**config.mk**
```make
export PLATFORM = sky130hd
export DESIGN_NAME = mem_bus_fabric_flat
export DESIGN_NICKNAME = d
export VERILOG_FILES = /design/src/rtl/mem_bus_fabric_if.sv /design/src/rtl/mem_bus_fabric.sv /design/src/flat_wrapper.sv
export SDC_FILE = /design/constraint.sdc
export NUM_CORES = 1
export LEC_CHECK = 0
export CORE_AREA = 2 2 115 117
export DETAILED_ROUTE_END_ITERATION = 10
export DIE_AREA = 0 0 117 119
export PLACE_DENSITY_LB_ADDON = 0.08
export REMOVE_ABC_BUFFERS = 1
export SKIP_CTS_REPAIR_TIMING = 1
export SYNTH_ARGS = -nofsm -noshare
export SYNTH_HDL_FRONTEND = slang
export SYNTH_SLANG_ARGS = --single-unit
```
**constraint.sdc**
```tcl
create_clock -name clk -period 5.1 [get_ports clk]
set_input_delay 1.02 -clock clk [delete_from_list [all_inputs] [get_ports clk]]
set_output_delay 1.02 -clock clk [all_outputs]
set_load 0.05 [all_outputs]
```
**src/rtl/mem_bus_fabric_if.sv**
```systemverilog
// rtl/mem_bus_fabric_if.sv - bundle of master-side and slave-side signals around mem_bus_fabric
//
// Master side : mem_cmd_valid/ready/wr/addr/wdata/be command channel,
//               mem_rsp_ready/rdata/err read-response channel.
// Slave side  : s_cmd_valid/ready per slave, shared s_cmd_wr/addr/wdata/be,
//               s_rsp_ready per slave, s_rsp_rdata packed with slave 0 in the LSBs.
// Modports    : slave  - the fabric's view (it serves the upstream master)
//               master - the surrounding environment's view (upstream master plus slaves)
interface mem_bus_fabric_if #(
    parameter int NR_SLAVES = 3
);
    logic                      mem_cmd_valid;
    logic                      mem_cmd_ready;
    logic                      mem_cmd_wr;
    logic [31:0]               mem_cmd_addr;
    logic [31:0]               mem_cmd_wdata;
    logic [3:0]                mem_cmd_be;
    logic                      mem_rsp_ready;
    logic [31:0]               mem_rsp_rdata;
    logic                      mem_rsp_err;

    logic [NR_SLAVES-1:0]      s_cmd_valid;
    logic [NR_SLAVES-1:0]      s_cmd_ready;
    logic                      s_cmd_wr;
    logic [31:0]               s_cmd_addr;
    logic [31:0]               s_cmd_wdata;
    logic [3:0]                s_cmd_be;
    logic [NR_SLAVES-1:0]      s_rsp_ready;
    logic [NR_SLAVES*32-1:0]   s_rsp_rdata;

    modport slave (
        input  mem_cmd_valid, mem_cmd_wr, mem_cmd_addr, mem_cmd_wdata, mem_cmd_be,
        output mem_cmd_ready, mem_rsp_ready, mem_rsp_rdata, mem_rsp_err,
        output s_cmd_valid, s_cmd_wr, s_cmd_addr, s_cmd_wdata, s_cmd_be,
        input  s_cmd_ready, s_rsp_ready, s_rsp_rdata
    );

    modport master (
        output mem_cmd_valid, mem_cmd_wr, mem_cmd_addr, mem_cmd_wdata, mem_cmd_be,
        input  mem_cmd_ready, mem_rsp_ready, mem_rsp_rdata, mem_rsp_err,
        input  s_cmd_valid, s_cmd_wr, s_cmd_addr, s_cmd_wdata, s_cmd_be,
        output s_cmd_ready, s_rsp_ready, s_rsp_rdata
    );
endinterface

```
**src/rtl/mem_bus_fabric.sv**
```systemverilog
// rtl/mem_bus_fabric.sv - one-master to NR_SLAVES address-decoding memory fabric with in-order read return
//
// Ports:
//   clk        in   sole clock
//   reset      in   asynchronous active-high reset
//   bus        mem_bus_fabric_if.slave: master command/response channel and slave channels
//   err_count  out  16-bit saturating count of accepted accesses to unmapped addresses
//
// Reads are tracked in a small routing FIFO holding the target id of every accepted read;
// the head id steers the response mux. Unmapped accesses go to a VOID target (id NR_SLAVES)
// that answers reads itself one cycle later with an error flag.
module mem_bus_fabric #(
    parameter int                    NR_SLAVES       = 3,
    parameter logic [NR_SLAVES*32-1:0] SLV_BASE      = {32'hf000_1000, 32'hf000_0000, 32'h0000_0000},
    parameter logic [NR_SLAVES*32-1:0] SLV_MASK      = {32'hffff_f000, 32'hffff_f000, 32'hffff_e000},
    parameter int                    MAX_OUTSTANDING = 4,
    parameter logic [31:0]           VOID_RDATA      = 32'h0000_0000
) (
    input  logic                 clk,
    input  logic                 reset,
    mem_bus_fabric_if.slave      bus,
    output logic [15:0]          err_count
);

    localparam int ID_W  = $clog2(NR_SLAVES + 1);
    localparam int PTR_W = $clog2(MAX_OUTSTANDING);
    localparam int CNT_W = PTR_W + 1;
    localparam logic [ID_W-1:0]  VOID_ID = ID_W'(NR_SLAVES);
    localparam logic [CNT_W-1:0] FULL_CNT = CNT_W'(MAX_OUTSTANDING);

    // routing FIFO state
    logic [ID_W-1:0]  fifo_id [MAX_OUTSTANDING];
    logic [PTR_W-1:0] wr_ptr;
    logic [PTR_W-1:0] rd_ptr;
    logic [CNT_W-1:0] count;
    logic [ID_W-1:0]  last_id;

    logic [ID_W-1:0]      sel_id;
    logic                 fifo_empty;
    logic                 fifo_full;
    logic                 stall;
    logic                 target_ready;
    logic [NR_SLAVES-1:0] cmd_valid_vec;
    logic                 accept;
    logic                 push;
    logic                 pop;
    logic [ID_W-1:0]      head_id;
    logic                 head_void;
    logic                 head_ready;
    logic [31:0]          head_rdata;

    // Address decode: scan from the top down so the lowest matching index is the last
    // assignment and therefore wins on overlapping windows.
    always_comb begin
        sel_id = VOID_ID;
        for (int i = NR_SLAVES - 1; i >= 0; i--) begin
            if ((bus.mem_cmd_addr & SLV_MASK[i*32 +: 32]) == SLV_BASE[i*32 +: 32]) begin
                sel_id = ID_W'(i);
            end
        end
    end

    assign fifo_empty = (count == '0);
    assign fifo_full  = (count == FULL_CNT);

    // Only reads are held back. Because a read to a new target waits until the FIFO drains,
    // every queued entry always names the same target and responses cannot overtake.
    assign stall = !bus.mem_cmd_wr && (fifo_full || (!fifo_empty && (sel_id != last_id)));

    always_comb begin
        target_ready  = 1'b1;
        cmd_valid_vec = '0;
        for (int i = 0; i < NR_SLAVES; i++) begin
            if (sel_id == ID_W'(i)) begin
                target_ready     = bus.s_cmd_ready[i];
                cmd_valid_vec[i] = bus.mem_cmd_valid && !stall && !reset;
            end
        end
    end

    assign bus.s_cmd_valid   = cmd_valid_vec;
    assign bus.s_cmd_wr      = bus.mem_cmd_wr;
    assign bus.s_cmd_addr    = bus.mem_cmd_addr;
    assign bus.s_cmd_wdata   = bus.mem_cmd_wdata;
    assign bus.s_cmd_be      = bus.mem_cmd_be;
    assign bus.mem_cmd_ready = !reset && !stall && target_ready;

    assign accept = bus.mem_cmd_valid && bus.mem_cmd_ready;
    assign push   = accept && !bus.mem_cmd_wr;

    // Response steering from the FIFO head; responses from any other slave are ignored.
    assign head_id   = fifo_id[rd_ptr];
    assign head_void = (head_id == VOID_ID);

    always_comb begin
        head_ready = 1'b0;
        head_rdata = '0;
        for (int i = 0; i < NR_SLAVES; i++) begin
            if (head_id == ID_W'(i)) begin
                head_ready = bus.s_rsp_ready[i];
                head_rdata = bus.s_rsp_rdata[i*32 +: 32];
            end
        end
    end

    // A VOID head answers unconditionally, so it is presented for exactly one cycle.
    assign pop = !fifo_empty && (head_void || head_ready);

    assign bus.mem_rsp_ready = !reset && pop;
    assign bus.mem_rsp_err   = !reset && !fifo_empty && head_void;
    assign bus.mem_rsp_rdata = (reset || fifo_empty) ? 32'h0 :
                               head_void             ? VOID_RDATA : head_rdata;

    // FIFO storage carries no reset; occupancy is tracked by count alone.
    always_ff @(posedge clk) begin
        if (push) begin
            fifo_id[wr_ptr] <= sel_id;
        end
    end

    always_ff @(posedge clk or posedge reset) begin
        if (reset) begin
            wr_ptr  <= '0;
            rd_ptr  <= '0;
            count   <= '0;
            last_id <= VOID_ID;
        end else begin
            if (push) begin
                wr_ptr  <= wr_ptr + PTR_W'(1);
                last_id <= sel_id;
            end
            if (pop) begin
                rd_ptr <= rd_ptr + PTR_W'(1);
            end
            case ({push, pop})
                2'b10:   count <= count + CNT_W'(1);
                2'b01:   count <= count - CNT_W'(1);
                default: count <= count;
            endcase
        end
    end

    always_ff @(posedge clk or posedge reset) begin
        if (reset) begin
            err_count <= '0;
        end else if (accept && (sel_id == VOID_ID) && (err_count != 16'hffff)) begin
            err_count <= err_count + 16'd1;
        end
    end

endmodule
```
**src/flat_wrapper.sv**
```systemverilog
// flat-port wrapper written by rule: the top's interface ports become plain ports
module mem_bus_fabric_flat 
#(
    parameter int                    NR_SLAVES       = 3,
    parameter logic [NR_SLAVES*32-1:0] SLV_BASE      = {32'hf000_1000, 32'hf000_0000, 32'h0000_0000},
    parameter logic [NR_SLAVES*32-1:0] SLV_MASK      = {32'hffff_f000, 32'hffff_f000, 32'hffff_e000},
    parameter int                    MAX_OUTSTANDING = 4,
    parameter logic [31:0]           VOID_RDATA      = 32'h0000_0000
)
  (clk, reset, err_count, bus_mem_cmd_valid, bus_mem_cmd_wr, bus_mem_cmd_addr, bus_mem_cmd_wdata, bus_mem_cmd_be, bus_mem_cmd_ready, bus_mem_rsp_ready, bus_mem_rsp_rdata, bus_mem_rsp_err, bus_s_cmd_valid, bus_s_cmd_wr, bus_s_cmd_addr, bus_s_cmd_wdata, bus_s_cmd_be, bus_s_cmd_ready, bus_s_rsp_ready, bus_s_rsp_rdata);
  mem_bus_fabric_if #(.NR_SLAVES(NR_SLAVES)) bus_i ();
  input  logic clk;
  input  logic reset;
  output logic [15:0] err_count;
  input wire logic [$bits(bus_i.mem_cmd_valid)-1:0] bus_mem_cmd_valid;
  input wire logic [$bits(bus_i.mem_cmd_wr)-1:0] bus_mem_cmd_wr;
  input wire logic [$bits(bus_i.mem_cmd_addr)-1:0] bus_mem_cmd_addr;
  input wire logic [$bits(bus_i.mem_cmd_wdata)-1:0] bus_mem_cmd_wdata;
  input wire logic [$bits(bus_i.mem_cmd_be)-1:0] bus_mem_cmd_be;
  output wire logic [$bits(bus_i.mem_cmd_ready)-1:0] bus_mem_cmd_ready;
  output wire logic [$bits(bus_i.mem_rsp_ready)-1:0] bus_mem_rsp_ready;
  output wire logic [$bits(bus_i.mem_rsp_rdata)-1:0] bus_mem_rsp_rdata;
  output wire logic [$bits(bus_i.mem_rsp_err)-1:0] bus_mem_rsp_err;
  output wire logic [$bits(bus_i.s_cmd_valid)-1:0] bus_s_cmd_valid;
  output wire logic [$bits(bus_i.s_cmd_wr)-1:0] bus_s_cmd_wr;
  output wire logic [$bits(bus_i.s_cmd_addr)-1:0] bus_s_cmd_addr;
  output wire logic [$bits(bus_i.s_cmd_wdata)-1:0] bus_s_cmd_wdata;
  output wire logic [$bits(bus_i.s_cmd_be)-1:0] bus_s_cmd_be;
  input wire logic [$bits(bus_i.s_cmd_ready)-1:0] bus_s_cmd_ready;
  input wire logic [$bits(bus_i.s_rsp_ready)-1:0] bus_s_rsp_ready;
  input wire logic [$bits(bus_i.s_rsp_rdata)-1:0] bus_s_rsp_rdata;
  assign bus_i.mem_cmd_valid = bus_mem_cmd_valid;
  assign bus_i.mem_cmd_wr = bus_mem_cmd_wr;
  assign bus_i.mem_cmd_addr = bus_mem_cmd_addr;
  assign bus_i.mem_cmd_wdata = bus_mem_cmd_wdata;
  assign bus_i.mem_cmd_be = bus_mem_cmd_be;
  assign bus_mem_cmd_ready = bus_i.mem_cmd_ready;
  assign bus_mem_rsp_ready = bus_i.mem_rsp_ready;
  assign bus_mem_rsp_rdata = bus_i.mem_rsp_rdata;
  assign bus_mem_rsp_err = bus_i.mem_rsp_err;
  assign bus_s_cmd_valid = bus_i.s_cmd_valid;
  assign bus_s_cmd_wr = bus_i.s_cmd_wr;
  assign bus_s_cmd_addr = bus_i.s_cmd_addr;
  assign bus_s_cmd_wdata = bus_i.s_cmd_wdata;
  assign bus_s_cmd_be = bus_i.s_cmd_be;
  assign bus_i.s_cmd_ready = bus_s_cmd_ready;
  assign bus_i.s_rsp_ready = bus_s_rsp_ready;
  assign bus_i.s_rsp_rdata = bus_s_rsp_rdata;
  mem_bus_fabric #(.NR_SLAVES(NR_SLAVES), .SLV_BASE(SLV_BASE), .SLV_MASK(SLV_MASK), .MAX_OUTSTANDING(MAX_OUTSTANDING), .VOID_RDATA(VOID_RDATA)) u_core (.clk(clk), .reset(reset), .bus(bus_i), .err_count(err_count));
endmodule
```
Word-level counts from Yosys, hierarchy flattened
Memories as Yosys holds them, arrays and structs flattened.
Index checks and enable logic that the tools add are counted.
{ "word_totals": {"elab_cells": 70, "latch_bits": 0, "mem_bits_rw": 8, "input_bits": 174, "ff_bits": 25, "out_inout_bits": 123, "mem_bits_ro": 0, "mem_count": 1} }
{ "classes": {"multipliers": 0, "addsub": 5, "n_shift": 0, "div": 0, "n_reduce_logical": 26, "mux": 20, "n_eq_ne": 13, "magnitude_cmp": 0, "bitwise_logic": 0} }
{ "mem_list": {"columns": ["name", "depth", "word_bits", "rd", "rd_clocked_by_memory_dff", "write_ports", "line_no", "source"], "rows": [
  ["u_core.fifo_id", 4, 2, 1, 0, 1, "mem_bus_fabric.sv:32", "logic [ID_W-1:0] fifo_id [MAX_OUTSTANDING];"]
]} }
{ "op_table": {"columns": ["op", "n"], "rows": [
  ["$mux W32", 5],
  ["$eq A20 B20 Y1 const B", 2],
  ["$logic_not A32 Y1", 1],
  ["$add A16 B1 Y16 const B", 1],
  ["$ne A16 B16 Y1 const B", 1],
  ["$logic_and A1 B1 Y1", 14],
  ["$mux W1", 12],
  ["$eq A2 B2 Y1 const B", 5],
  ["$eq A2 B1 Y1 const B", 3],
  ["$pmux W3 S2", 1],
  ["$add A2 B1 Y2 const B", 2],
  ["$logic_not A1 Y1", 4],
  ["$logic_not A2 Y1", 2],
  ["$mux W2", 2],
  ["$add A3 B1 Y3 const B", 1],
  ["$eq A3 B3 Y1 const B", 1],
  ["$logic_not A3 Y1", 1],
  ["$logic_or A1 B1 Y1", 3],
  ["$sub A3 B1 Y3 const B", 1],
  ["$ne A2 B2 Y1", 1],
  ["$reduce_bool A2 Y1", 1]
]} }

Depth between registers and ports, before layout
{ "logic_depth": {"word_depth": 15, "ltp_mapped": 13, "depth_no_buf": 12} }

Worst setup path before layout
No wires, ideal clock.
{ "synth_timing": {"kind": "input to output", "from": "input port bus_mem_cmd_addr[29]", "to": "output port bus_s_cmd_valid[1]", "slack_ps": 316, "arrival_time_ps": 3764, "n_path_buf": 1, "stages": 8, "required_ps": 4080, "path_cell_list": "or4_4 o21a_1 or2_1 buf_6 xor2_2 o31ai_1 nand2_1 a211oi_1"} }
{ "synth_between": {"elab_cells_between_ends": 15, "classes_between": "eq/ne (4); mux (4); reduce/logical (7)"} }
{ "synth_rtl": {"columns": ["item", "line_no", "source"], "rows": [
  ["start, declared", "flat_wrapper.sv:17", "input wire logic [$bits(bus_i.mem_cmd_addr)-1:0] bus_mem_cmd_addr;"],
  ["$eq A20 B20 Y1", "mem_bus_fabric.sv:57", "if ((bus.mem_cmd_addr & SLV_MASK[i*32 +: 32]) == SLV_BASE[i*32 +: 32]) begin"],
  ["$mux W2", "mem_bus_fabric.sv:57", null],
  ["$mux W2 (*)", "mem_bus_fabric.sv:57", null],
  ["named net u_core.sel_id[1]", "mem_bus_fabric.sv:38", "logic [ID_W-1:0] sel_id;"],
  ["$ne A2 B2 Y1", "mem_bus_fabric.sv:68", "assign stall = !bus.mem_cmd_wr && (fifo_full || (!fifo_empty && (sel_id != last_id)));"],
  ["$logic_and A1 B1 Y1", "mem_bus_fabric.sv:68", null],
  ["$logic_or A1 B1 Y1", "mem_bus_fabric.sv:68", null],
  ["$logic_and A1 B1 Y1", "mem_bus_fabric.sv:68", null],
  ["$logic_not A1 Y1", "mem_bus_fabric.sv:76", "cmd_valid_vec[i] = bus.mem_cmd_valid && !stall && !reset;"],
  ["$logic_and A1 B1 Y1 (2 in series)", "mem_bus_fabric.sv:76", null],
  ["$mux W1 (*)", "mem_bus_fabric.sv:74", "if (sel_id == ID_W'(i)) begin"],
  ["end, declared", "flat_wrapper.sv:24", "output wire logic [$bits(bus_i.s_cmd_valid)-1:0] bus_s_cmd_valid;"]
]} }
Mark *: on every way through the listed nets, which the timed path passes. The rest lies on a longest branch.

Worst setup path after layout
{ "layout_timing": {"from": "input port bus_mem_cmd_addr[29]", "to": "output port bus_s_cmd_valid[1]"} }
{ "layout_between": {"elab_chain_cells": 12, "elab_cells_between_ends": 15, "classes_between": "eq/ne (4); mux (4); reduce/logical (7)"} }
{ "layout_rtl": {"columns": ["item", "line_no"], "rows": [
  ["$eq A20 B20 Y1", "mem_bus_fabric.sv:57"],
  ["$mux W1", "mem_bus_fabric.sv:57"],
  ["$mux W2", "mem_bus_fabric.sv:57"],
  ["$mux W2 (*)", "mem_bus_fabric.sv:57"],
  ["named net u_core.sel_id[0]", "mem_bus_fabric.sv:38"],
  ["$ne A2 B2 Y1", "mem_bus_fabric.sv:68"],
  ["$logic_and A1 B1 Y1", "mem_bus_fabric.sv:68"],
  ["$logic_or A1 B1 Y1", "mem_bus_fabric.sv:68"],
  ["$logic_and A1 B1 Y1", "mem_bus_fabric.sv:68"],
  ["$logic_not A1 Y1", "mem_bus_fabric.sv:76"],
  ["$logic_and A1 B1 Y1 (2 in series)", "mem_bus_fabric.sv:76"],
  ["$mux W1 (*)", "mem_bus_fabric.sv:74"]
]} }
Marks and branches as above.

==> results.json <==
{
  "root_buffer": "clkbuf_16",
  "grt_pass1_vias": 3237,
  "grt_setup_unrepaired": "no",
  "worstSkewPairLatency_ns": 0.28,
  "routed-via-count": 3295,
  "dieArea_um2": 13900,
  "fin_worst_skew_ns": 0.00524,
  "power_density_nw_per_um2": 481,
  "post_drt_wl_per_cell_um": 18.5,
  "layout_commonest_cell": "clkdlybuf4s50_1",
  "grt_pass1_wl_um": 18800,
  "ys_async_sr_fraction": 0.758,
  "status": "finished clean",
  "core_area_um2": 12900,
  "ir_drop_v": 0.000165,
  "grt_overflow": 0,
  "first_pass_iters": 4,
  "crit_arrival_ns": 3.74,
  "place_congestion": 0.741,
  "total_leakage_power_nw": 1.97,
  "path_clk_slew_ns": 0.06,
  "die_y_um": 119,
  "worstSetupPathType": "primary input to output port",
  "worstSetupEndpointType": "output port",
  "hpwl_um": 10300,
  "drt.antenna.violating_nets": 0,
  "port_buffers": 200,
  "core.rowCount": 42,
  "antenna_found_initial": 1,
  "synth_top_area_frac": 0.183,
  "drive_gt1_frac": 0.0670,
  "maxSlewViolCount": 0,
  "final_cell_mix": "clkdlybuf4s50_1 (196), nand2_1 (75), a21oi_1 (65)",
  "min_period_ns": 4.76,
  "fin_crit_sh": 0.933,
  "cp.required_ns": 4.08,
  "synth_cell_types": 44,
  "drc_errors": 0,
  "synth_edf_count": 8,
  "finalWirelength_um": 13200,
  "ys_warn_count": 0,
  "slew_headroom": 0.342,
  "yosysSeqAreaShare": 0.276,
  "fmax_ghz": 0.210,
  "critPathLaunchType": "primary input",
  "gr-usage-all-layers": 0.179,
  "grt_max_degree": 35,
  "start_util": 0.244,
  "cap_violations": 0,
  "vias_per_cell": 4.61,
  "ys.flop_type": "dfrtp_1",
  "synth_area_um2": 3140,
  "min_path_type": "flop to flop",
  "synth_cells": 416,
  "cts_made_buffers": 5,
  "setup_tns_ns": 0,
  "nets": 717,
  "htreeDepth": 2,
  "area_delta_synth_final_pct": 58.3,
  "clockBufferDepth": 2,
  "clock_sinks": 33,
  "tightest_slew_ns": 0.985,
  "io_pins": 297,
  "pre_cts_slack_ns": 0.285,
  "setup_viol": 0,
  "cp_max_fo": 7,
  "die_x_um": 117,
  "hold_viol_final": 0,
  "ff2ff_setup_slack_ns": 1.75,
  "cts_tree": "yes",
  "drt_iter0_markers": 174,
  "ys_seq_elements": 33,
  "syn_avg_cell_area_um2": 7.55,
  "yosys.area.top_type": "dfrtp_1",
  "ys_top_cells_by_area": "dfrtp_1 (18%), buf_4 (16%), a21oi_1 (10%), nand2_1 (9.0%), edfxtp_1 (7.6%)",
  "finalWorstSetupSlack_ns": 0.340
}
==> per-stage QoR <==
stage          instance area (µm²)   util  cells  total power, mW  hold WS, ns
4_1_cts                       4970  0.386    713             2.43        0.484
6_report                      4970  0.386    714             2.39        0.486
3_3_place_gp                  4830  0.375    705             2.12        0.467
3_5_place_dp                  4830  0.375    705             2.13        0.473
5_1_grt                       4970  0.386    713             2.57        0.517
2_1_floorplan                 2520      -    324             1.47        0.443
==> registers in the layout, indices dropped and copies added (netlist names) <==
name	count
u_core.err_count	16
u_core.fifo_id	8
u_core.count	3
u_core.last_id	2
u_core.rd_ptr	2
u_core.wr_ptr	2
==> Yosys cell counts, drive strengths merged (2+ instances only) <==
cell type	instances
o21ai	3
dfrtp	23
nand4	3
ha	6
dfstp	2
nand3	7
nor2	43
a211oi	3
buf	72
a21oi	65
nand2	75
xnor2	3
edfxtp	8
nor4b	3
mux2i	3
nor3	7
clkbuf	20
and3	3
inv	13
mux2	5
nor4	13
o21a	2
or2	2
xor2	20
==> kinds of logic (layout without fill, tap and decap cells) <==
kind of cell | count (synthesis) | in the layout | synth area share
simple gates | 161 | 161 | 0.243
buf+inv | 105 | 226 | 0.213
xor+xnor | 23 | 23 | 0.0665
mux | 9 | 9 | 0.0347
other cells | 0 | 1 | 0
compound gates | 78 | 78 | 0.136
flops | 33 | 33 | 0.276
fa+ha+maj | 7 | 7 | 0.0303
==> final timing paths <==
check / from / end / cells past startpoint
worst min register to register: u_core.count[2] / u_core.count[2] / 1
min in group asynchronous: reset / u_core.rd_ptr[1] / 2
max in group asynchronous: reset / u_core.err_count[6] / 2
worst min-delay path: u_core.count[2] / u_core.count[2] / 1
worst max register to register: u_core.rd_ptr[0] / u_core.count[2] / 10
worst max-delay path: bus_mem_cmd_addr[29] / bus_s_cmd_valid[1] / 9
==> where the power goes <==
group          switching [mW]  internal [mW]
Combinational            1.11          0.605
Clock                   0.109          0.176
Sequential             0.0676          0.328
==> final cells by class <==
| cell class | count | area [µm²] |
|---|---|---|
| Fill cell | 1341 | 7900 |
| Timing Repair Buffer | 205 | 2080 |
| Sequential cell | 33 | 868 |
| Inverter | 13 | 48.8 |
| Clock buffer | 5 | 125 |
| Tap cell | 176 | 220 |
| Clock inverter | 3 | 12.5 |
| Multi-Input combinational cell | 278 | 1620 |
| Antenna cell | 1 | 2.50 |
==> routing by layer <==
layer / vias up / global-route usage / routed length, µm
met1: 1481 / 0.215 / 5420
met2: 236 / 0.257 / 5270
li1: 1563 / - / -
met3: 11 / 0.125 / 2270
met4: 4 / 0.0324 / 108
met5: - / 0.0941 / 124
==> critical path: stages <==
cell	delay (ns)
clkdlybuf4s50_1	0.44
or4_4	0.57
o21ai_0	0.17
nand2b_1	0.24
xor2_1	0.22
o31ai_1	0.35
nand2_1	0.16
a211oi_1	0.38
buf_12	0.20
Power figures use the tool's default switching activity.
